$ cat src/rtl/dmem_bridge.sv
// Processor data-memory port to single-outstanding bus bridge; accesses take 3+ cycles (accept, BUS, RESP).
// op_stall holds the pipeline from request through BUS; a silent bus aborts after TIMEOUT wait cycles.
module dmem_bridge #(
    parameter int TIMEOUT = 16
) (
    input  logic        clk,
    input  logic        reset,
    input  logic [31:0] ip_data_addr,
    input  logic        ip_data_wr,
    input  logic        ip_data_rd,
    input  logic [3:0]  ip_data_mask,
    input  logic [31:0] ip_data_from_proc,
    output logic        op_data_valid,
    output logic [31:0] op_data_to_proc,
    output logic        op_data_err,
    output logic        op_stall,
    output logic        op_bus_req,
    output logic        op_bus_we,
    output logic [31:0] op_bus_addr,
    output logic [3:0]  op_bus_be,
    output logic [31:0] op_bus_wdata,
    input  logic        ip_bus_ack,
    input  logic [31:0] ip_bus_rdata
);

    localparam logic [1:0] S_IDLE = 2'd0;
    localparam logic [1:0] S_BUS  = 2'd1;
    localparam logic [1:0] S_RESP = 2'd2;
    localparam logic [7:0] LP_WAIT_MAX = 8'(TIMEOUT - 1);

    logic [1:0] r_state;
    logic [7:0] r_wait_cnt;

    logic w_req;
    logic w_misalign;

    assign w_req      = ip_data_rd | ip_data_wr;
    // Only full-word accesses can be misaligned; sub-word masks already pick their lanes.
    assign w_misalign = (ip_data_addr[1:0] != 2'b00) && (ip_data_mask == 4'b1111);
    assign op_stall   = !reset && (((r_state == S_IDLE) && w_req) || (r_state == S_BUS));

    always_ff @(posedge clk) begin
        if (reset) begin
            r_state         <= S_IDLE;
            r_wait_cnt      <= 8'd0;
            op_bus_req      <= 1'b0;
            op_bus_we       <= 1'b0;
            op_bus_be       <= 4'b0000;
            op_bus_addr     <= 32'd0;
            op_bus_wdata    <= 32'd0;
            op_data_valid   <= 1'b0;
            op_data_err     <= 1'b0;
            op_data_to_proc <= 32'd0;
        end else begin
            op_data_valid <= 1'b0;
            case (r_state)
                S_IDLE: begin
                    if (w_req) begin
                        if (w_misalign) begin
                            r_state         <= S_RESP;
                            op_data_valid   <= 1'b1;
                            op_data_err     <= 1'b1;
                            op_data_to_proc <= 32'd0;
                        end else begin
                            r_state      <= S_BUS;
                            r_wait_cnt   <= 8'd0;
                            op_bus_req   <= 1'b1;
                            op_bus_we    <= ip_data_wr;
                            op_bus_addr  <= {ip_data_addr[31:2], 2'b00};
                            op_bus_be    <= ip_data_wr ? ip_data_mask : 4'b1111;
                            op_bus_wdata <= ip_data_from_proc;
                        end
                    end
                end
                S_BUS: begin
                    // Ack is tested first so it wins over a coincident timeout.
                    if (ip_bus_ack) begin
                        r_state         <= S_RESP;
                        op_bus_req      <= 1'b0;
                        op_data_valid   <= 1'b1;
                        op_data_err     <= 1'b0;
                        op_data_to_proc <= op_bus_we ? 32'd0 : ip_bus_rdata;
                    end else if (r_wait_cnt == LP_WAIT_MAX) begin
                        r_state         <= S_RESP;
                        op_bus_req      <= 1'b0;
                        op_data_valid   <= 1'b1;
                        op_data_err     <= 1'b1;
                        op_data_to_proc <= 32'd0;
                    end else begin
                        r_wait_cnt <= r_wait_cnt + 8'd1;
                    end
                end
                S_RESP: begin
                    r_state <= S_IDLE;
                end
                default: begin
                    r_state <= S_IDLE;
                end
            endcase
        end
    end

endmodule

$ cat config.mk
export PLATFORM = sky130hd
export DESIGN_NAME = dmem_bridge
export DESIGN_NICKNAME = d
export VERILOG_FILES = /design/src/rtl/dmem_bridge.sv
export SDC_FILE = /design/constraint.sdc
export NUM_CORES = 1
export LEC_CHECK = 0
export CAP_MARGIN = 20
export CORE_ASPECT_RATIO = 1.5
export CORE_MARGIN = 3
export CORE_UTILIZATION = 42
export DETAILED_ROUTE_END_ITERATION = 6
export GPL_TIMING_DRIVEN = 0
export PLACE_DENSITY = 0.85
export SETUP_SLACK_MARGIN = 0.5
export SLEW_MARGIN = 20
export SYNTH_ARGS = -nofsm -noshare
export SYNTH_HDL_FRONTEND = slang
export SYNTH_SLANG_ARGS = --single-unit
$ cat constraint.sdc
create_clock -name clk -period 3.23 [get_ports clk]
set_clock_uncertainty 0.2 [all_clocks]
set_input_delay 0.4845 -clock clk [delete_from_list [all_inputs] [get_ports clk]]
set_output_delay 0.4845 -clock clk [all_outputs]
set_load 0.01 [all_outputs]
### Word level (Yosys, flattened, before mapping)

Cells that the tools add are included.

* flip-flop bits (word level): 112
* input bits: 105
* output and inout port bits: 105
* logic and storage cells: 67

* add/subtract/negate cells: 1
* equal/unequal tests: 9
* multiplexer cells: 32
* bitwise gates (word level): 2
* reductions and logical operators: 13

Operators by type and width (count)
* two-way mux 32 bit: 5
* case mux 32 bit (2 select lines): 1
* two-way mux 8 bit: 4
* case mux 8 bit (2 select lines): 1
* two-way mux 1 bit: 12
* inequality test 2 bit, second input constant: 5
* adder 8 x 1 -> 8 bit, second input constant: 1
* equality test 8 x 4 -> 1 bit, second input constant: 1
* two-way mux 2 bit: 4
* AND reduction 4 bit: 2
* case mux 1 bit (2 select lines): 3
* AND reduction 5 bit: 1
* equality test 4 bit, second input constant: 1
* two-way mux 4 bit: 1
* case mux 2 bit (2 select lines): 1
* nonzero test 2 bit: 2
* logical AND 1 bit: 3
* inequality test 3 x 2 -> 1 bit, second input constant: 1
* AND reduction 3 bit: 1
* equality test 2 x 1 -> 1 bit, second input constant: 1
* zero test 2 bit: 1
* AND reduction 2 bit: 1
* zero test 1 bit: 1
* logical OR 1 bit: 1
* 2 further kinds: 2

### Depth between registers and ports, before layout

* word-level depth: 5
* depth in mapped cells: 6
* gate-level depth less buffers: 5

### Worst setup path after synthesis

Ideal clock, no wire load.

* path type: input -> register
* from: in ip_data_mask[2]
* to: reg op_data_to_proc[10]
* setup time: 0.117 ns
* data arrival time: 1.438 ns
* data required time: 2.913 ns
* slack: 1.475 ns
* stages on the path: 5
* buffers on the path: 1
* cells stage by stage: nand4_1 > o21bai_1 > a31oi_4 > buf_6 > a22o_2

* word-level cells in the longest chain between the ends: 4

RTL lines
* start: declaration: line 11 `input logic [3:0] ip_data_mask,`
* equality test 4 bit: line 39 `assign w_misalign = (ip_data_addr[1:0] != 2'b00) && (ip_data_mask == 4'b1111);`
* logical AND 1 bit: line 39
* inequality test 2 bit (no source line)
* AND reduction 4 bit (no source line)
* end signal: assignment: line 82 `op_data_to_proc <= op_bus_we ? 32'd0 : ip_bus_rdata;`
* end: declaration: line 14 `output logic [31:0] op_data_to_proc,`

Every way passes these cells.
A chain may end at the register's enable or synchronous reset.

### Worst setup path in the final report

* from: in ip_data_wr
* to: out op_stall

* word-level cells in the longest chain between the ends: 4

RTL lines
* start: declaration: line 9 `input logic ip_data_wr,`
* OR 1 bit: line 37 `assign w_req = ip_data_rd | ip_data_wr;`
* logical AND 1 bit: line 40 `assign op_stall = !reset && (((r_state == S_IDLE) && w_req) || (r_state == S_BUS));`
* logical OR 1 bit: line 40
* logical AND 1 bit: line 40
* end: declaration: line 16 `output logic op_stall,`

Every way passes these cells.

==> impl_metrics.toml <==
[yosys]
synth.area.top_cells = "sky130_fd_sc_hd__dfxtp_1, sky130_fd_sc_hd__nand2_1, sky130_fd_sc_hd__a21oi_1"
synthArstFlopShare = 0
synthDistinctLibCells = 43
synth_most_common_cell = "sky130_fd_sc_hd__nand2_1"
share_of_the_synthesized_area_in_compound_gates_ao_oa_aoi_oai = 0.209
post-synth-top-area-cell = "sky130_fd_sc_hd__dfxtp_1"
post_synthesis_cell_area_um2 = 4040
post_synth_inst_count = 442
yosys.area.top_type_share = 0.556
synth-seq-cells = 112
yosys.area_share.xor_xnor = 0
synthTopCellsByCount = "sky130_fd_sc_hd__nand2_1, sky130_fd_sc_hd__dfxtp_1, sky130_fd_sc_hd__a21oi_1"
synth_fa_ha_area_frac = 0.00310
synth_warnings = 0
simple_gate_area_share_of_the_yosys_netlist = 0.185
number_of_flops_mapped_to_enable_cells_by_yosys = 0
post_synth_mux_area_share = 0
syn_area_per_cell_um2 = 9.13
fraction_of_the_yosys_area_taken_by_sequential_cells = 0.556
synth_top_family_by_area = "compound AO/OA/AOI/OAI gates"
synthFlopType = "sky130_fd_sc_hd__dfxtp_1"

[critical_path]
worstSetupPathType = "in2out"
startpoint_type = "primary input"
logic_depth_of_the_worst_register_to_register_path = 6
endpoint_kind = "output port"
crit_path_start = "ip_data_wr"
worst_setup_path_end = "op_stall"
crit-reg2reg-capture = "op_data_to_proc[6]"
reg2reg_slack_ns = 1.30
rr_startpoint = "r_wait_cnt[0]"
critical_path.max_fanout = 4
worstPathArrival_ns = 1.62
worst_ep_required_time_ns = 2.55

[pwr]
intPower_mw = 2.58
largest_vdd_supply_drop_uv = 337
part_of_the_total_power_dissipated_in_combinational_logic = 0.209
seq_power_share = 0.449
power_density_nw_per_um2 = 524
p_leak_nw = 2.52
p_switching_mw = 0.866
power.share.switching = 0.252
power.share.clock = 0.342

[routing]
detail_route.wirelength_um = 12600
route.vias.total = 3980
wire_per_inst_um = 16.2
drt_first_iter_violations = 103
vias_per_cell = 5.12
total_iterations_of_the_first_detailed_routing_run = 4
ant_nets = 0
drc = 0

[global_route]
grt_start_max_net_pins = 18
number_of_global_route_vias_before_repair = 4186
globalRouteTotalUtil = 0.232
grt_antenna_before_repair = 0
grt_remaining_overflow = 0
grt_pass1_wl_um = 20000

[clock_network]
hold_buffers = 0
cts_max_path_buffers = 2
clock_tree.root_cell = "sky130_fd_sc_hd__clkbuf_16"
worst_skew_pair.late_latency_ns = 0.34
tritoncts.num_buffers = 9
clock_slew_at_reported_path_ffs_ns = 0.07
cts.sink_count = 112
clock_tree.htree_level_count = 3
cts_post_setup_buffers_inserted = 0
cts_tree = "built"

[hold_path]
hold_class = "reg2reg"
worst_hold_startpoint = "op_bus_addr[15]"

[timing]
layout_worst_path_cycle_share = 0.712
grt_setup_unrepaired = "no"
timing.hold.ws_ns = 0.259
max_slew_margin = 0.637
final_slew_violations = 0
worst-slew-pin-transition_ns = 0.544
fmax_achieved_ghz = 0.435
tns_ns = 0
timing.final.setup_violations = 0
timing.final.hold_violations = 0
final_period_minus_worst_setup_slack_ns = 2.30

[floorplan]
core-area_um2 = 9310
initial_core_util = 0.434
die_width_um = 86.0
floorplan.die_area_um2 = 10800
io-pin-count = 210
die-height_um = 126
std_cell_rows = 43

[layout]
antenna-diode-count = 0
area_delta_synth_final_pct = 62.7
final_nets = 766
layout_cells_sized_above_1 = 0.0947

[run]
max_cap_viol_count = 0

[placed_design]
gp_congestion = 0.830
port-buffer-count = 206
hpwl_after_detailed_placement_um = 9710

[run_status]
run_status = "complete, no violations"
==> per-layer routing <==
metal  share of wire  track usage
met4           0.024       0.0885
met3           0.080       0.0628
met2            0.52        0.426
met1            0.38        0.245
met5               0            0
==> critical path: stages <==
cell and delay, ns:
sky130_fd_sc_hd__clkdlybuf4s50_1 0.54, sky130_fd_sc_hd__nor3_1 0.09, sky130_fd_sc_hd__nor3_1 0.25, sky130_fd_sc_hd__dlymetal6s2s_1 0.25
==> power by group through the flow <==
| stage | sequential, mW | combinational (mW) | clock (mW) |
|---|---|---|---|
| floorplan | 1.62 | 0.259 | 0 |
| global placement | 1.57 | 0.705 | 0 |
| detailed placement | 1.58 | 0.719 | 0 |
| CTS | 1.54 | 0.726 | 1.20 |
| global route | 1.56 | 0.779 | 1.26 |
| finish | 1.54 | 0.719 | 1.18 |
==> final cells by class <==
class / count / area (um^2)
plain buffers: 34 / 185
clock buffers: 11 / 243
clock inverters: 5 / 80.1
fillers: 705 / 2740
multi-input cells: 297 / 1610
flip-flops and latches: 112 / 2240
well taps: 112 / 140
repair buffers: 206 / 2060
==> cells in the final DEF, fill, tap and decap left out, drive strengths merged, types with 3 or more instances in the layout <==
cell           count
a22o              32
clkbuf            23
nand2            130
o21ai              3
nand3             11
o211ai             3
nor2b              3
buf               22
a21oi             67
o22ai              4
dfxtp            112
nor2               8
nor3               4
a31oi              5
clkdlybuf4s50    205
==> timing repair <==
item / CTS / global route
endpoints found under the hold margin: 0 / 0
endpoints found under the setup margin: 0 / 1
gates resized for setup: 0 / 1
==> worst min path at each step <==
| stage | depth (start not counted) | end | slack [ns] |
|---|---|---|---|
| after global placement | 2 | op_bus_wdata[1] | 0.24 |
| final | 2 | op_bus_addr[15] | 0.26 |
| after detailed placement | 2 | op_bus_wdata[25] | 0.25 |
| after floorplan | 2 | r_wait_cnt[1] | 0.27 |
| after global routing | 2 | op_bus_addr[6] | 0.28 |
| after CTS | 2 | op_bus_wdata[9] | 0.26 |
==> metrics by stage <==
stage | instance area (um^2) | std cells | util | worst slack, ns | power [mW]
3_5_place_dp | 6240 | 761 | 0.671 | 0.520 | 2.29
6_report | 6570 | 777 | 0.705 | 0.930 | 3.44
3_3_place_gp | 6240 | 761 | 0.671 | 0.579 | 2.27
4_1_cts | 6560 | 777 | 0.705 | 0.504 | 3.47
5_1_grt | 6570 | 777 | 0.705 | 0.847 | 3.59
2_1_floorplan | 4040 | 443 | - | 1.47 | 1.87
==> cells by family (layout without fill, tap and decap cells) <==
| logic type | after synthesis | after routing |
|---|---|---|
| adders and majority gates | 1 | 1 |
| AOI/OAI and AO/OA | 124 | 124 |
| DFF | 112 | 112 |
| and+or+nand+nor | 170 | 170 |
| buffers and inverters | 34 | 256 |
| other | 1 | 2 |
==> flip-flops by register name (all words and copies together), names as in the netlist <==
register and count:
op_bus_req 1, op_bus_be 4, op_bus_wdata 32, op_bus_addr 30, r_wait_cnt 8, op_data_valid 1
op_bus_we 1, r_state 2, op_data_to_proc 32, op_data_err 1
Note: power is estimated with default switching activity, not from simulation.
